`config.mk`:
```
export PLATFORM = sky130hd
export DESIGN_NAME = serial_compare_flat
export DESIGN_NICKNAME = d
export VERILOG_FILES = /design/src/rtl/serial_compare_if.sv /design/src/rtl/serial_compare.sv /design/src/flat_wrapper.sv
export SDC_FILE = /design/constraint.sdc
export NUM_CORES = 1
export LEC_CHECK = 0
export ABC_AREA = 1
export CAP_MARGIN = 25
export CORE_MARGIN = 2
export CORE_UTILIZATION = 25
export DETAILED_ROUTE_END_ITERATION = 12
export PLACE_DENSITY = 0.56
export SYNTH_ARGS = -nofsm -noshare
export SYNTH_HDL_FRONTEND = slang
export SYNTH_SLANG_ARGS = --single-unit
export TNS_END_PERCENT = 100
```
`constraint.sdc`:
```
create_clock -name clk -period 3.1 [get_ports clk]
set_clock_uncertainty 0.05 [all_clocks]
set_input_delay 0.93 -clock clk [delete_from_list [all_inputs] [get_ports clk]]
set_output_delay 0.93 -clock clk [all_outputs]
set_load 0.05 [all_outputs]
```
`src/rtl/serial_compare_if.sv`:
```
// rtl/serial_compare_if.sv - request/response bundle for the serial magnitude comparator
interface serial_compare_if #(
  parameter int N = 32
);
  logic         i_valid;
  logic         i_ready;
  logic [N-1:0] a;
  logic [N-1:0] b;
  logic         signed_mode;
  logic         o_valid;
  logic         o_ready;
  logic         lt;
  logic         eq;
  logic         gt;

  modport master (
    output i_valid, a, b, signed_mode, o_ready,
    input  i_ready, o_valid, lt, eq, gt
  );

  modport slave (
    input  i_valid, a, b, signed_mode, o_ready,
    output i_ready, o_valid, lt, eq, gt
  );
endinterface

```
`src/rtl/serial_compare.sv`:
```
// rtl/serial_compare.sv - multi-cycle signed/unsigned comparator, W bits of a-b per cycle
module serial_compare #(
  parameter int N = 32,
  parameter int W = 8
) (
  input logic           clk,
  input logic           rst,
  serial_compare_if.slave bus
);
  localparam int CHUNKS = N / W;
  localparam int CW     = (CHUNKS > 1) ? $clog2(CHUNKS) : 1;
  localparam logic [CW-1:0] LAST = CW'(CHUNKS - 1);

  generate
    if ((W < 1) || (W > N) || ((N % W) != 0)) begin : g_param_err
      $error("serial_compare: N must be a positive multiple of W");
    end
  endgenerate

  typedef enum logic [1:0] {
    S_IDLE,
    S_RUN,
    S_DONE
  } state_t;

  state_t        r_state;
  logic [N-1:0]  r_a;
  logic [N-1:0]  r_b;
  logic          r_signed;
  logic [CW-1:0] r_cnt;
  logic          r_carry;
  logic          r_zero;
  logic          r_lt;
  logic          r_eq;
  logic          r_gt;
  logic          r_i_ready;
  logic          r_o_valid;

  // Operands shift right each RUN cycle so the active chunk always sits in the low W bits.
  logic [W-1:0]  w_a_k;
  logic [W-1:0]  w_b_k;
  logic [W:0]    w_sum;
  logic [W-1:0]  w_s;
  logic          w_cout;
  logic          w_zero;
  logic          w_last;
  logic          w_lt_u;
  logic          w_lt_s;
  logic          w_lt;

  assign w_a_k  = r_a[W-1:0];
  assign w_b_k  = r_b[W-1:0];
  assign w_sum  = {1'b0, w_a_k} + {1'b0, ~w_b_k} + {{W{1'b0}}, r_carry};
  assign w_s    = w_sum[W-1:0];
  assign w_cout = w_sum[W];
  assign w_zero = r_zero & (w_s == '0);
  assign w_last = (r_cnt == LAST);
  assign w_lt_u = ~w_cout;
  // Differing signs decide directly, so the difference can never overflow into a wrong answer.
  assign w_lt_s = (w_a_k[W-1] != w_b_k[W-1]) ? w_a_k[W-1] : w_s[W-1];
  assign w_lt   = r_signed ? w_lt_s : w_lt_u;

  assign bus.i_ready = r_i_ready;
  assign bus.o_valid = r_o_valid;
  assign bus.lt      = r_lt;
  assign bus.eq      = r_eq;
  assign bus.gt      = r_gt;

  always_ff @(posedge clk) begin
    if (rst) begin
      r_state   <= S_IDLE;
      r_a       <= '0;
      r_b       <= '0;
      r_signed  <= 1'b0;
      r_cnt     <= '0;
      r_carry   <= 1'b1;
      r_zero    <= 1'b1;
      r_lt      <= 1'b0;
      r_eq      <= 1'b0;
      r_gt      <= 1'b0;
      r_i_ready <= 1'b1;
      r_o_valid <= 1'b0;
    end else begin
      case (r_state)
        S_IDLE: begin
          if (bus.i_valid) begin
            r_a       <= bus.a;
            r_b       <= bus.b;
            r_signed  <= bus.signed_mode;
            r_cnt     <= '0;
            r_carry   <= 1'b1;
            r_zero    <= 1'b1;
            r_lt      <= 1'b0;
            r_eq      <= 1'b0;
            r_gt      <= 1'b0;
            r_i_ready <= 1'b0;
            r_state   <= S_RUN;
          end
        end
        S_RUN: begin
          r_a     <= r_a >> W;
          r_b     <= r_b >> W;
          r_carry <= w_cout;
          r_zero  <= w_zero;
          r_cnt   <= r_cnt + CW'(1);
          if (w_last) begin
            r_lt      <= w_lt;
            r_eq      <= w_zero;
            r_gt      <= ~w_lt & ~w_zero;
            r_o_valid <= 1'b1;
            r_state   <= S_DONE;
          end
        end
        S_DONE: begin
          if (bus.o_ready) begin
            r_o_valid <= 1'b0;
            r_i_ready <= 1'b1;
            r_state   <= S_IDLE;
          end
        end
        default: r_state <= S_IDLE;
      endcase
    end
  end
endmodule

```
`src/flat_wrapper.sv`:
```
// flat-port wrapper written by rule: the top's interface ports become plain ports
module serial_compare_flat 
#(
  parameter int N = 32,
  parameter int W = 8
)
  (clk, rst, bus_i_valid, bus_a, bus_b, bus_signed_mode, bus_o_ready, bus_i_ready, bus_o_valid, bus_lt, bus_eq, bus_gt);
  serial_compare_if #(.N(N)) bus_i ();
  input logic clk;
  input logic rst;
  input wire logic [$bits(bus_i.i_valid)-1:0] bus_i_valid;
  input wire logic [$bits(bus_i.a)-1:0] bus_a;
  input wire logic [$bits(bus_i.b)-1:0] bus_b;
  input wire logic [$bits(bus_i.signed_mode)-1:0] bus_signed_mode;
  input wire logic [$bits(bus_i.o_ready)-1:0] bus_o_ready;
  output wire logic [$bits(bus_i.i_ready)-1:0] bus_i_ready;
  output wire logic [$bits(bus_i.o_valid)-1:0] bus_o_valid;
  output wire logic [$bits(bus_i.lt)-1:0] bus_lt;
  output wire logic [$bits(bus_i.eq)-1:0] bus_eq;
  output wire logic [$bits(bus_i.gt)-1:0] bus_gt;
  assign bus_i.i_valid = bus_i_valid;
  assign bus_i.a = bus_a;
  assign bus_i.b = bus_b;
  assign bus_i.signed_mode = bus_signed_mode;
  assign bus_i.o_ready = bus_o_ready;
  assign bus_i_ready = bus_i.i_ready;
  assign bus_o_valid = bus_i.o_valid;
  assign bus_lt = bus_i.lt;
  assign bus_eq = bus_i.eq;
  assign bus_gt = bus_i.gt;
  serial_compare #(.N(N), .W(W)) u_core (.clk(clk), .rst(rst), .bus(bus_i));
endmodule
```
==> results.md <==
- Pre-antenna DRT Iters: 5
- Crit path arrival time: 2.83 ns
- Core ar.: 0.0138 mm2
- Synthesized area: 0.00351 mm2
- Total track usage: a little over an eighth
- Yosys Warn Count: 0
- FF-to-FF setup slack: 0.49 ns
- Multi-input gate area: 0.00170 mm2
- Largest net degree at the start of global routing: 54
- CTS tree: built
- Setup Buffers After CTS: 0
- RSZ-0062 raised after global routing: no
- Status: completed
- Worst setup EP type: flop
- Setup violators final: 0
- Max cap viols: 0
- Peak supply drop: 0.264 mV
- Mapped Avg Cell Area: 7.24 um2
- Peak Freq: between 300 and 400 MHz
- Launch point of the worst hold path: u_core.r_a[30]
- Gp weighted congestion: 0.834
- Critical path class: flop to flop
- Finished Layout Cells: 732
- Post-route design area: 0.00469 mm2
- Layout fillers: approximately 1500
- Die Wd: 122 um
- XOR/XNOR Fraction of Synth Area: 0%
- Die area: 0.0150 mm2
- Post-synth net total: 564
- Hold path cells: 2
- Post-route clock period utilization: 84.1%
- Layout cells sized above 1: 5.98%
- # DRC: 0
- Distinct cells, synth: 26
- Cells after Synth: 484
- Adder-cell share of the synthesized area: around 4.6%
- Initial antenna violation count: 0
- Min cycle time layout: 2.61 ns
- Vias in the first global route: about 3400
- Initial Util: between 20 and 30%
- R2R Path End: u_core.bus.eq
- Post-synthesis compound-gate area fraction: 20.6%
- Top cell type's share of synthesized area: 43.4%
- Crit Reg-Reg Startpoint: u_core.r_carry
- Htree depth: 3
- First-pass GRT wire length: 15500 um
- Overflow after GRT: 0
- Leak Pwr: 1.90 nW
- Worst EP required: 3.32 ns
- Vias per inst: 4.59
- Area leader, netlist: dfxtp_1
- Root buffer cell: clkbuf_16
- DPL Wire Length: 6790 um
- Hold path endpoint: u_core.r_a[30]
- Clock transition at path regs: 0.06 ns
- Post-synthesis mux area share: 0%
- Fin. max-slew vios: 0
- # rows: 43
- Worst skew pair latency: 0.33 ns
- Total power draw: 2.75 mW
- Post-synth EDFFs: 0
- Post_cts resized: 0
- Synth Flop Type: dfxtp_1
- Placed insts: 716
- Hold Fails Final Rpt: 0
- Total area of sequential cells: 0.00152 mm2
- Buffers on Ports: 73
- Tightest Pin Transition: around 0.80 ns
- Nets@finish: 627
- Reg2reg path depth: 19
- Sequential fraction of the synthesis area: between 40% and 50%
- Slew headroom: 46.9%
- Yosys reg bits: 76
- DP Area: around 0.0044 mm2
- Drt wl/cell: 12.7 um
- Vias: 3362
- CP Max Fanout: 3
- ANT nets after route: 0
- Post-synthesis async set-or-reset flop share: 0%
- Initial drt markers: ~130
- CP Launch Type: flop
- Area grow syn2layout: 33.7%
- Pwr dens: 586 mW/mm2
- Chip height: between 100 and 150 um
- Setup TNS: 0 ns
- CTS sink cnt: 76
- CTS buffer count: 9
- Routed WL: 9300 um
- Simple-Gate Fraction of Synth Area: 23.4%
- Main combinational cell family by area after synthesis: simple AND/OR/NAND/NOR gates
- ANT cells: 0
- Worst hold-check path type: flop to flop
- Synth area leaders: dfxtp_1 43%, nand2_1 18%, a31oi_1 8.6%
- Buffer depth of the longest clock path: 2
- CP startpoint: u_core.r_carry
- I/O Pins: 74
- Hold buffers post-CTS: 0
==> kinds of logic after synthesis <==
group,Yosys count
AOI/OAI and AO/OA,131
adders and majority gates,11
buffers and inverters,63
DFF,76
and+or+nand+nor,203
==> cell type report <==
class,instances,area share [%]
Timing Repair Buffer,81,17.1
Clock inverter,6,1.36
Clock buffer,10,5.10
Sequential cell,76,32.5
Multi-Input combinational cell,345,36.3
Tap cell,180,4.80
Inverter,34,2.83
==> flip-flops by register name, indices dropped and copies added, names as in the netlist <==
register,cells
u_core.bus.gt,1
u_core.bus.o_valid,1
u_core.bus.lt,1
u_core.r_state,2
u_core.r_zero,1
u_core.bus.i_ready,1
u_core.r_b,32
u_core.bus.eq,1
u_core.r_a,32
u_core.r_carry,1
u_core.r_cnt,2
u_core.r_signed,1
==> synthesized netlist by cell type (2+ instances only) <==
master and instances:
dfxtp_1 76, nand2_1 172, nor2_1 11, o21ai_0 5
nand3_1 12, fa_1 3, buf_2 5, a21oi_1 27
inv_4 2, ha_1 8, nand4_1 2, a31oi_1 48
buf_4 3, o21ai_1 48, inv_1 31, or2_2 2
clkbuf_1 18, buf_6 3
==> worst max path at each step <==
stage / endpoint / cells after the start
5_1_grt: u_core.bus.eq / 20
3_5_place_dp: u_core.r_a[15] / 8
3_3_place_gp: u_core.r_b[4] / 8
2_1_floorplan: u_core.bus.gt / 18
4_1_cts: u_core.bus.eq / 19
6_report: u_core.bus.eq / 19
==> stage by stage <==
| step | worst slack [ns] | utilization (%) | hold slack [ns] |
|---|---|---|---|
| finish | 0.492 | 34.0 | 0.411 |
| global route | 0.130 | 34.0 | 0.435 |
| CTS | 0.475 | 34.0 | 0.411 |
| detailed placement | 0.471 | 31.8 | 0.403 |
| global placement | 0.494 | 31.8 | 0.398 |
| floorplan | 0.692 | - | 0.383 |
==> power breakdown <==
group / internal (mW) / leakage, nW / switching [mW]
registers: 1.07 / 0.628 / 0.0508
logic: 0.249 / 1.13 / 0.336
clock network: 0.643 / 0.144 / 0.399
total: 1.96 / 1.90 / 0.785
==> routing by layer <==
metal	share of wire [%]	vias up	global-route usage, %
li1	-	1744	-
met1	46	1520	16.5
met2	48	80	21.8
met3	4.0	18	2.14
met4	2.0	0	6.03
met5	0	-	0
==> cell usage in the layout (no fill, tap or decap), types with 3 or more instances in the layout <==
| cell | instances |
|---|---|
| a21oi_1 | 27 |
| a31oi_1 | 48 |
| buf_4 | 7 |
| clkbuf_16 | 9 |
| clkdlybuf4s50_1 | 73 |
| dfxtp_1 | 76 |
| fa_1 | 3 |
| ha_1 | 8 |
| inv_1 | 31 |
| nand2_1 | 172 |
| nand3_1 | 12 |
| nor2_1 | 11 |
| o21ai_0 | 5 |
| o21ai_1 | 48 |
==> critical path, stage by stage, from the launching register on <==
cell and delay (ns):
dfxtp_1 0.33, inv_1 0.06, fa_1 0.47, inv_1 0.10
nand2_1 0.07, nand3_1 0.06, nand2_1 0.07, nand2_1 0.06
a21oi_1 0.06, fa_1 0.48, nand2_1 0.05, inv_1 0.05
nand2_1 0.04, nor2_1 0.08, nand3_1 0.08, nor2_1 0.09
nand3_1 0.11, nor2_1 0.10, nor2_1 0.05, nor2_1 0.08
Power figures use the tool's default switching activity.
